===== config.mk =====
export PLATFORM = sky130hd
export DESIGN_NAME = rf_write_queue
export DESIGN_NICKNAME = d
export VERILOG_FILES = /design/src/rtl/rf_write_queue_pkg.sv /design/src/rtl/rf_wq_match.sv /design/src/rtl/rf_write_queue.sv
export SDC_FILE = /design/constraint.sdc
export NUM_CORES = 1
export LEC_CHECK = 0
export CORE_ASPECT_RATIO = 0.9
export CORE_MARGIN = 2
export CORE_UTILIZATION = 51
export DETAILED_ROUTE_END_ITERATION = 12
export PLACE_DENSITY = 0.83
export SLEW_MARGIN = 20
export SYNTH_ARGS = -nofsm -noshare
export SYNTH_HDL_FRONTEND = slang
export SYNTH_SLANG_ARGS = --single-unit

===== constraint.sdc =====
create_clock -name clk -period 3.6 [get_ports clk]
set_clock_uncertainty 0.1 [all_clocks]
set_input_delay 0.72 -clock clk [delete_from_list [all_inputs] [get_ports clk]]
set_output_delay 0.72 -clock clk [all_outputs]
set_load 0.005 [all_outputs]

===== src/rtl/rf_write_queue_pkg.sv =====
// Shared defaults and helpers for the register-file write queue.
//   DEF_DATA_W / DEF_ADDR_W : default data and register-address widths
//   ptr_w(depth)            : queue pointer width, log2(depth)
package rf_write_queue_pkg;

    localparam int unsigned DEF_DATA_W = 32;
    localparam int unsigned DEF_ADDR_W = 6;
    localparam int unsigned DEF_DEPTH  = 4;

    // Pointer width for a power-of-two queue depth (depth >= 2).
    function automatic int unsigned ptr_w(input int unsigned depth);
        return $clog2(depth);
    endfunction

endpackage


===== src/rtl/rf_wq_match.sv =====
// Youngest-first priority matcher over the queued entries.
//   ent_addr/ent_data : circular entry storage
//   head/count        : occupied region, head is oldest
//   q_addr            : lookup address
//   hit/data          : youngest matching entry, data is 0 when no hit
module rf_wq_match
    import rf_write_queue_pkg::*;
#(
    parameter int unsigned DATA_W = DEF_DATA_W,
    parameter int unsigned ADDR_W = DEF_ADDR_W,
    parameter int unsigned DEPTH  = DEF_DEPTH
) (
    input  logic [DEPTH-1:0][ADDR_W-1:0] ent_addr,
    input  logic [DEPTH-1:0][DATA_W-1:0] ent_data,
    input  logic [ptr_w(DEPTH)-1:0]      head,
    input  logic [ptr_w(DEPTH):0]        count,
    input  logic [ADDR_W-1:0]            q_addr,
    output logic                         hit,
    output logic [DATA_W-1:0]            data
);

    localparam int unsigned PTR_W = ptr_w(DEPTH);
    localparam int unsigned CNT_W = PTR_W + 1;

    logic [PTR_W-1:0] idx;

    // Walk oldest to youngest; a later match overrides, so the youngest wins.
    always_comb begin
        hit  = 1'b0;
        data = '0;
        idx  = '0;
        for (int i = 0; i < int'(DEPTH); i++) begin
            idx = head + PTR_W'(i);
            if ((CNT_W'(i) < count) && (ent_addr[idx] == q_addr)) begin
                hit  = 1'b1;
                data = ent_data[idx];
            end
        end
    end

endmodule


===== src/rtl/rf_write_queue.sv =====
// Register-file write queue: buffers writeback results in order, drains one
// per cycle onto the regfile write port and forwards pending data to readers.
//   clk, reset (sync, active-low)
//   in_valid/in_ready/in_addr/in_data : writeback request handshake
//   hold  : suppress popping this cycle
//   flush : drop all queued and staged writes
//   rf_we/rf_wa/rf_wd : registered regfile write port
//   q_addr1/2 -> q_hit1/2, q_data1/2 : combinational pending-write lookup
//   count : queued entries, excluding the staged one
module rf_write_queue
    import rf_write_queue_pkg::*;
#(
    parameter int unsigned DATA_W = DEF_DATA_W,
    parameter int unsigned ADDR_W = DEF_ADDR_W,
    parameter int unsigned DEPTH  = DEF_DEPTH
) (
    input  logic                    clk,
    input  logic                    reset,
    input  logic                    in_valid,
    output logic                    in_ready,
    input  logic [ADDR_W-1:0]       in_addr,
    input  logic [DATA_W-1:0]       in_data,
    input  logic                    hold,
    input  logic                    flush,
    output logic                    rf_we,
    output logic [ADDR_W-1:0]       rf_wa,
    output logic [DATA_W-1:0]       rf_wd,
    input  logic [ADDR_W-1:0]       q_addr1,
    output logic                    q_hit1,
    output logic [DATA_W-1:0]       q_data1,
    input  logic [ADDR_W-1:0]       q_addr2,
    output logic                    q_hit2,
    output logic [DATA_W-1:0]       q_data2,
    output logic [ptr_w(DEPTH):0]   count
);

    localparam int unsigned PTR_W = ptr_w(DEPTH);
    localparam int unsigned CNT_W = PTR_W + 1;

    logic [DEPTH-1:0][ADDR_W-1:0] ent_addr;
    logic [DEPTH-1:0][DATA_W-1:0] ent_data;
    logic [PTR_W-1:0]             head;
    logic [PTR_W-1:0]             tail;

    logic push;
    logic pop;

    // Full blocks acceptance even if a pop happens this cycle.
    assign in_ready = (count != CNT_W'(DEPTH)) && !flush;
    assign push     = in_valid && in_ready;
    assign pop      = (count != '0) && !hold && !flush;

    // Entry storage; validity is defined by head/count, so no reset needed.
    always_ff @(posedge clk) begin
        if (push) begin
            ent_addr[tail] <= in_addr;
            ent_data[tail] <= in_data;
        end
    end

    // Pointers, occupancy and the staged regfile write.
    always_ff @(posedge clk) begin
        if (!reset) begin
            head  <= '0;
            tail  <= '0;
            count <= '0;
            rf_we <= 1'b0;
            rf_wa <= '0;
            rf_wd <= '0;
        end else if (flush) begin
            head  <= tail;
            count <= '0;
            rf_we <= 1'b0;
        end else begin
            if (push) begin
                tail <= tail + PTR_W'(1);
            end
            if (pop) begin
                rf_we <= 1'b1;
                rf_wa <= ent_addr[head];
                rf_wd <= ent_data[head];
                head  <= head + PTR_W'(1);
            end else begin
                rf_we <= 1'b0;
            end
            case ({push, pop})
                2'b10:   count <= count + CNT_W'(1);
                2'b01:   count <= count - CNT_W'(1);
                default: count <= count;
            endcase
        end
    end

    logic              m_hit1;
    logic              m_hit2;
    logic [DATA_W-1:0] m_data1;
    logic [DATA_W-1:0] m_data2;

    rf_wq_match #(
        .DATA_W (DATA_W),
        .ADDR_W (ADDR_W),
        .DEPTH  (DEPTH)
    ) u_match1 (
        .ent_addr (ent_addr),
        .ent_data (ent_data),
        .head     (head),
        .count    (count),
        .q_addr   (q_addr1),
        .hit      (m_hit1),
        .data     (m_data1)
    );

    rf_wq_match #(
        .DATA_W (DATA_W),
        .ADDR_W (ADDR_W),
        .DEPTH  (DEPTH)
    ) u_match2 (
        .ent_addr (ent_addr),
        .ent_data (ent_data),
        .head     (head),
        .count    (count),
        .q_addr   (q_addr2),
        .hit      (m_hit2),
        .data     (m_data2)
    );

    // Queue entries are younger than the staged write, so they take priority.
    logic stg_hit1;
    logic stg_hit2;

    assign stg_hit1 = rf_we && (rf_wa == q_addr1);
    assign stg_hit2 = rf_we && (rf_wa == q_addr2);

    assign q_hit1  = m_hit1 || stg_hit1;
    assign q_data1 = m_hit1 ? m_data1 : (stg_hit1 ? rf_wd : '0);
    assign q_hit2  = m_hit2 || stg_hit2;
    assign q_data2 = m_hit2 ? m_data2 : (stg_hit2 ? rf_wd : '0);

endmodule


# After elaboration in Yosys (flattened, before gate mapping)
# Cells that the tools add are included.
[totals] inputBits=55 out_inout_bits=109 regBits=198 word_cells=116
[op_classes] magnitude_cmp=10 n_eq_ne=13 add_sub_neg=6 reduce_logical=25 n_bitwise=2 n_mux=46
[ops] op="32-bit 2-to-1 mux" n=17
[ops] op="32-bit binary-select mux with 2-bit select" n=4
[ops] op="128-bit bitwise mux" n=1
[ops] op="32-bit demux with 2-bit select" n=1
[ops] op="6-bit == test" n=10
[ops] op="6-bit binary-select mux with 2-bit select" n=4
[ops] op="6-bit 2-to-1 mux" n=5
[ops] op="24-bit bitwise mux" n=1
[ops] op="1-bit logical AND" n=15
[ops] op="2-bit by 3-bit less-than comparator with 1-bit output (second input constant)" n=5
[ops] op="6-bit demux with 2-bit select" n=1
[ops] op="1-bit 2-to-1 mux" n=9
[ops] op="1-bit by 3-bit less-than comparator with 1-bit output (first input constant)" n=2
[ops] op="2-bit by 3-bit less-than comparator with 1-bit output (first input constant)" n=2
[ops] op="3-bit case mux with 2 select lines" n=1
[ops] op="2-bit by 1-bit adder with 2-bit output (second input constant)" n=2
[ops] op="2-bit adder (second input constant)" n=2
[ops] op="2-bit 2-to-1 mux" n=2
[ops] op="2-bit AND reduction" n=2
[ops] op="2-bit nonzero test" n=2
[ops] op="3-bit by 1-bit adder with 3-bit output (second input constant)" n=1
[ops] op="3-bit inequality test (second input constant)" n=1
[ops] op="3-bit nonzero test" n=1
[ops] op="3-bit by 1-bit subtractor with 3-bit output (second input constant)" n=1
[ops] op="7 further kinds" n=10

# Longest topological paths before layout
[depth] word_depth=9 depth_mapped=13

# By module
# A second synthesis with hierarchy kept.
[hier_totals] hier_cells=1815 area_unflattened_um2=17986.0
[modules_own_cells] module="rf_wq_match" n_inst=2 cells_each=615 area_each_um2=4599.4
[modules_own_cells] module="rf_write_queue" n_inst=1 cells_each=585 area_each_um2=8787.2

# Least setup slack after synthesis
# No wires, ideal clock.
[synth_timing] kind="flip-flop to output port" from="register head[0]" to="output port q_data1[21]" stages_incl_launch_ff=9 slack_ns=-0.146 arrival_ns=2.926 path_buffers=2 path_cell_list="dfxtp_1 > buf_4 > mux4_2 > xor2_1 > or4_4 > nor4_4 > buf_4 > mux2_2 > o221ai_2"
[synth_between] elab_chain_len=9 word_cells_on_any_way=36 classes_between="3 x add/sub; 4 x eq/ne; 25 x mux; 4 x reduce/logical"
[synth_rtl] item="start, declared" line="rf_write_queue.sv:42" text="logic [PTR_W-1:0] head;"
[synth_rtl] item="start signal, assigned" line="rf_write_queue.sv:71" text="head <= tail;"
[synth_rtl] item="start signal, assigned" line="rf_write_queue.sv:82" text="head <= head + PTR_W'(1);"
[synth_rtl] item="2-bit by 1-bit adder with 2-bit output or 6-bit binary-select mux with 2-bit select (tied branches)" line="rf_wq_match.sv:33, rf_wq_match.sv:34"
[synth_rtl] item="6-bit binary-select mux with 2-bit select or 6-bit 2-to-1 mux (tied branches)" line="rf_wq_match.sv:34" text="if ((CNT_W'(i) < count) && (ent_addr[idx] == q_addr)) begin"
[synth_rtl] item="6-bit 2-to-1 mux (implied by the code) or 6-bit == test (tied branches)" line="rf_wq_match.sv:34"
[synth_rtl] item="6-bit == test or 1-bit logical AND (tied branches)" line="rf_wq_match.sv:34"
[synth_rtl] item="1-bit logical AND (tied with other cells)" line="rf_wq_match.sv:34"
[synth_rtl] item="32-bit 2-to-1 mux or 1-bit 2-to-1 mux (tied branches) (3 in series)" line="rf_wq_match.sv:34"
[synth_rtl] item="32-bit 2-to-1 mux *" line="rf_write_queue.sv:135" text="assign q_data1 = m_hit1 ? m_data1 : (stg_hit1 ? rf_wd : '0);"
[synth_rtl] item="end, declared" line="rf_write_queue.sv:30" text="output logic [DATA_W-1:0] q_data1,"
# Mark *: on every way between the ends. The rest lies on a longest branch, timed or not. The select of a mux whose other input is x is not followed.

# Worst setup path after layout
[layout_timing] from="register head[0]" to="output port q_data1[28]"
# The elaborated chain is that of the path after synthesis.

==> results.toml <==
[global_routing]
grt_overflow = 0
antenna_found_initial = 3
grt_pass1_wl_um = 70900
grt_max_degree = 106
grt_pass1_vias = 12900
grt.total_usage_pct = 33.6

[routing]
drtPass1Iterations = 7
drc = 0
vias = 12900
wl_um = 47200
ant_nets = 0
drt_iter0_drc = 2057
routed_via_density = 6.54
wl_per_cell_um = 23.9

[floorplanning]
die-area_um2 = 27100
die_height_um = 156
boundaryPins = 164
initial_utilization_pct = 52.1
floorplan.rows = 55
core_um2 = 25300
die_w_um = 173

[sta]
tightestPinTransition_ns = 1.07
slew-limit-headroom_pct = 28.9
min_period_over_period_pct = 121
fin_crit_ns = 4.34
final_hold_viol_count = 0
drv_slew = 0
setup_viol = 66
max_freq_mhz = 230
setup_slack_ns = -0.745
rsz0062_at_grt = "true"

[critical_path]
crit_fanout = 8
crit_required_ns = 2.78
crit_path_end_kind = "output pin"
crit_type = "reg -> out"
critPathSlowestCell = "mux4_2"
critPathMaxStageDelay_ns = 0.59
crit_arrival_ns = 3.52
crit_chain = "mux4_2 -> xor2_2 -> or4_4 -> nor4_4 -> buf_6 -> buf_6 -> nor2_4 -> buf_6 -> nand3_4 -> buf_12 -> buf_12 -> buf_6 -> o221ai_4 -> buf_2"
cp_common_cell = "buf_6"
cp-start-kind = "register"

[clock_network]
clock_latency_ns = 0.46
cts_tree = "yes"
clock-root-buffer = "clkbuf_16"
cts.sinks = 198
htree_levels = 4
hold_buffers = 0
clk_pin_slew_ns = 0.08
cts_inserted_buffers = 17
clock_path_buffers = 2

[synth]
ys_ff_latch = 198
synth_area_leader_cell = "edfxtp_1"
avgSynthCellArea_um2 = 10.1
syn-num-nets = 1371
synth_sequential_area_ratio_pct = 41.7
async_reset_ff_share_pct = 0
ys_top_cells_by_count = "edfxtp_1 (152), nand2_1 (134), mux2i_1 (108)"
synthTopCellsByArea = "edfxtp_1 (35%), mux2i_1 (8.2%), dfxtp_1 (7.0%), mux2_2 (6.2%), mux4_2 (4.8%)"
synth_top_area_share_pct = 34.7
ys_warn_count = 0
synth.distinct_cells = 56
syn_area_um2 = 13200
synth-edff-count = 152
netlist_instances = 1307
ys.flop_type = "edfxtp_1"
synth.most_common_cell = "edfxtp_1"

[finish]
fin_util_pct = 71.2
drive_above_1_share_pct = 32.6
num-fill-cells = 1644
layout-area-overhead-vs-synth_pct = 36.5
nets = 1681

[place]
portBuffers = 163
place_ws_ns = -0.967
gp_congestion = 0.950
dp_hpwl_um = 28400

[pwr]
vdd_ir_drop_max_uv = 250
p_per_area_nw_per_um2 = 298
power_leakage_nw = 6.26

[outcome]
outcome = "finished, violations left"
violations = "setup timing"

[worst_hold_path]
hold_path_class = "reg -> reg"

[job]
maxCapViolations = 0
==> power by group <==
| group | internal, mW | leakage [nW] | switching, mW |
|---|---|---|---|
| registers | 2.51 | 1.75 | 0.0380 |
| clock network | 0.942 | 0.286 | 1.04 |
| logic | 0.411 | 4.22 | 0.426 |
| total | 3.86 | 6.26 | 1.50 |
==> layout make-up <==
| type | count | area, um2 | share of cell area, % |
|---|---|---|---|
| Timing Repair Buffer | 403 | 3650 | 20.3 |
| Clock buffer | 17 | 425 | 2.37 |
| Multi-Input combinational cell | 957 | 7640 | 42.5 |
| Clock inverter | 15 | 184 | 1.02 |
| Sequential cell | 198 | 5490 | 30.6 |
| Inverter | 40 | 151 | 0.842 |
| Tap cell | 342 | 428 | 2.38 |
| Antenna cell | 3 | 7.51 | 0.0418 |
==> final timing paths <==
kind                                              from                     end  slack, ns  cells after the start
worst min register to register  rf_wd[21]$_SDFFE_PN0P_  rf_wd[21]$_SDFFE_PN0P_       0.44                      2
worst max-delay path              head[0]$_SDFFE_PN0P_             q_data1[28]      -0.74                     14
worst max register to register    head[0]$_SDFFE_PN0P_   rf_wd[8]$_SDFFE_PN0P_       0.80                      8
worst min-delay path            rf_wd[21]$_SDFFE_PN0P_  rf_wd[21]$_SDFFE_PN0P_       0.44                      2
==> per-stage QoR <==
step	area, um2	power (mW)	hold WS [ns]	cells	setup TNS, ns
final	18000	5.36	0.444	1975	-42.42
after global routing	18000	5.53	0.489	1973	-47.68
after CTS	17800	5.31	0.432	1969	-41.52
after detailed placement	16600	3.34	0.420	1898	-54.69
after global placement	16600	3.32	0.403	1898	-54.07
after floorplan	13300	3.02	0.385	1307	0
==> per-layer routing <==
metal / wire [um] / GRT usage (%) / part of all wire (%) / up-vias
li1: - / - / - / 5513
met1: 17000 / 41.7 / 36 / 6068
met2: 21500 / 53.7 / 46 / 1038
met3: 5720 / 8.41 / 12 / 293
met4: 2880 / 19.4 / 6.1 / 0
met5: 0 / 0 / 0 / -
==> kinds of logic (layout without fill, tap and decap cells) <==
family	after synthesis	after routing	share of synthesized area, %
xor+xnor	70	70	4.66
compound gates	334	334	17.2
other cells	0	3	0
flops	198	198	41.7
mux	209	209	19.2
simple gates	335	335	11.5
buf+inv	152	475	4.83
fa+ha+maj	9	9	0.855
==> sequential cells by signal, summed over array words and instances (netlist names) <==
name,count
rf_wa,6
ent_data,128
rf_wd,32
head,2
rf_we,1
ent_addr,24
tail,2
count,3
==> worst max-delay path, delay by kind of cell, from the launching register on <==
kind                   cells  cell delay [ns]
XOR/XNOR                   1             0.17
multiplexers               1             0.59
flip-flops                 1             0.44
AO/OA/AOI/OAI              1             0.11
AND/OR/NAND/NOR            4             0.82
buffers and inverters      7             0.93
==> cells in the final DEF, fill, tap and decap left out, drive strengths merged, types with 32 or more instances in the layout <==
cell type | netlist | final
o21ai | 83 | 83
nor2 | 96 | 96
xnor2 | 48 | 48
mux2 | 73 | 73
a21oi | 90 | 90
inv | 40 | 44
and2 | 40 | 40
buf | 44 | 301
dfxtp | 46 | 46
clkdlybuf4s50 | 0 | 97
a22oi | 32 | 32
mux2i | 108 | 108
edfxtp | 152 | 152
nand2 | 135 | 135
==> what timing repair did <==
item                       in CTS  in global routing
resized for setup             357                 37
setup buffers                  36                  6
setup endpoints to repair      66                 66
pin swaps                      56                 23
gates cloned                    5                  0
Power figures use the tool's default switching activity.
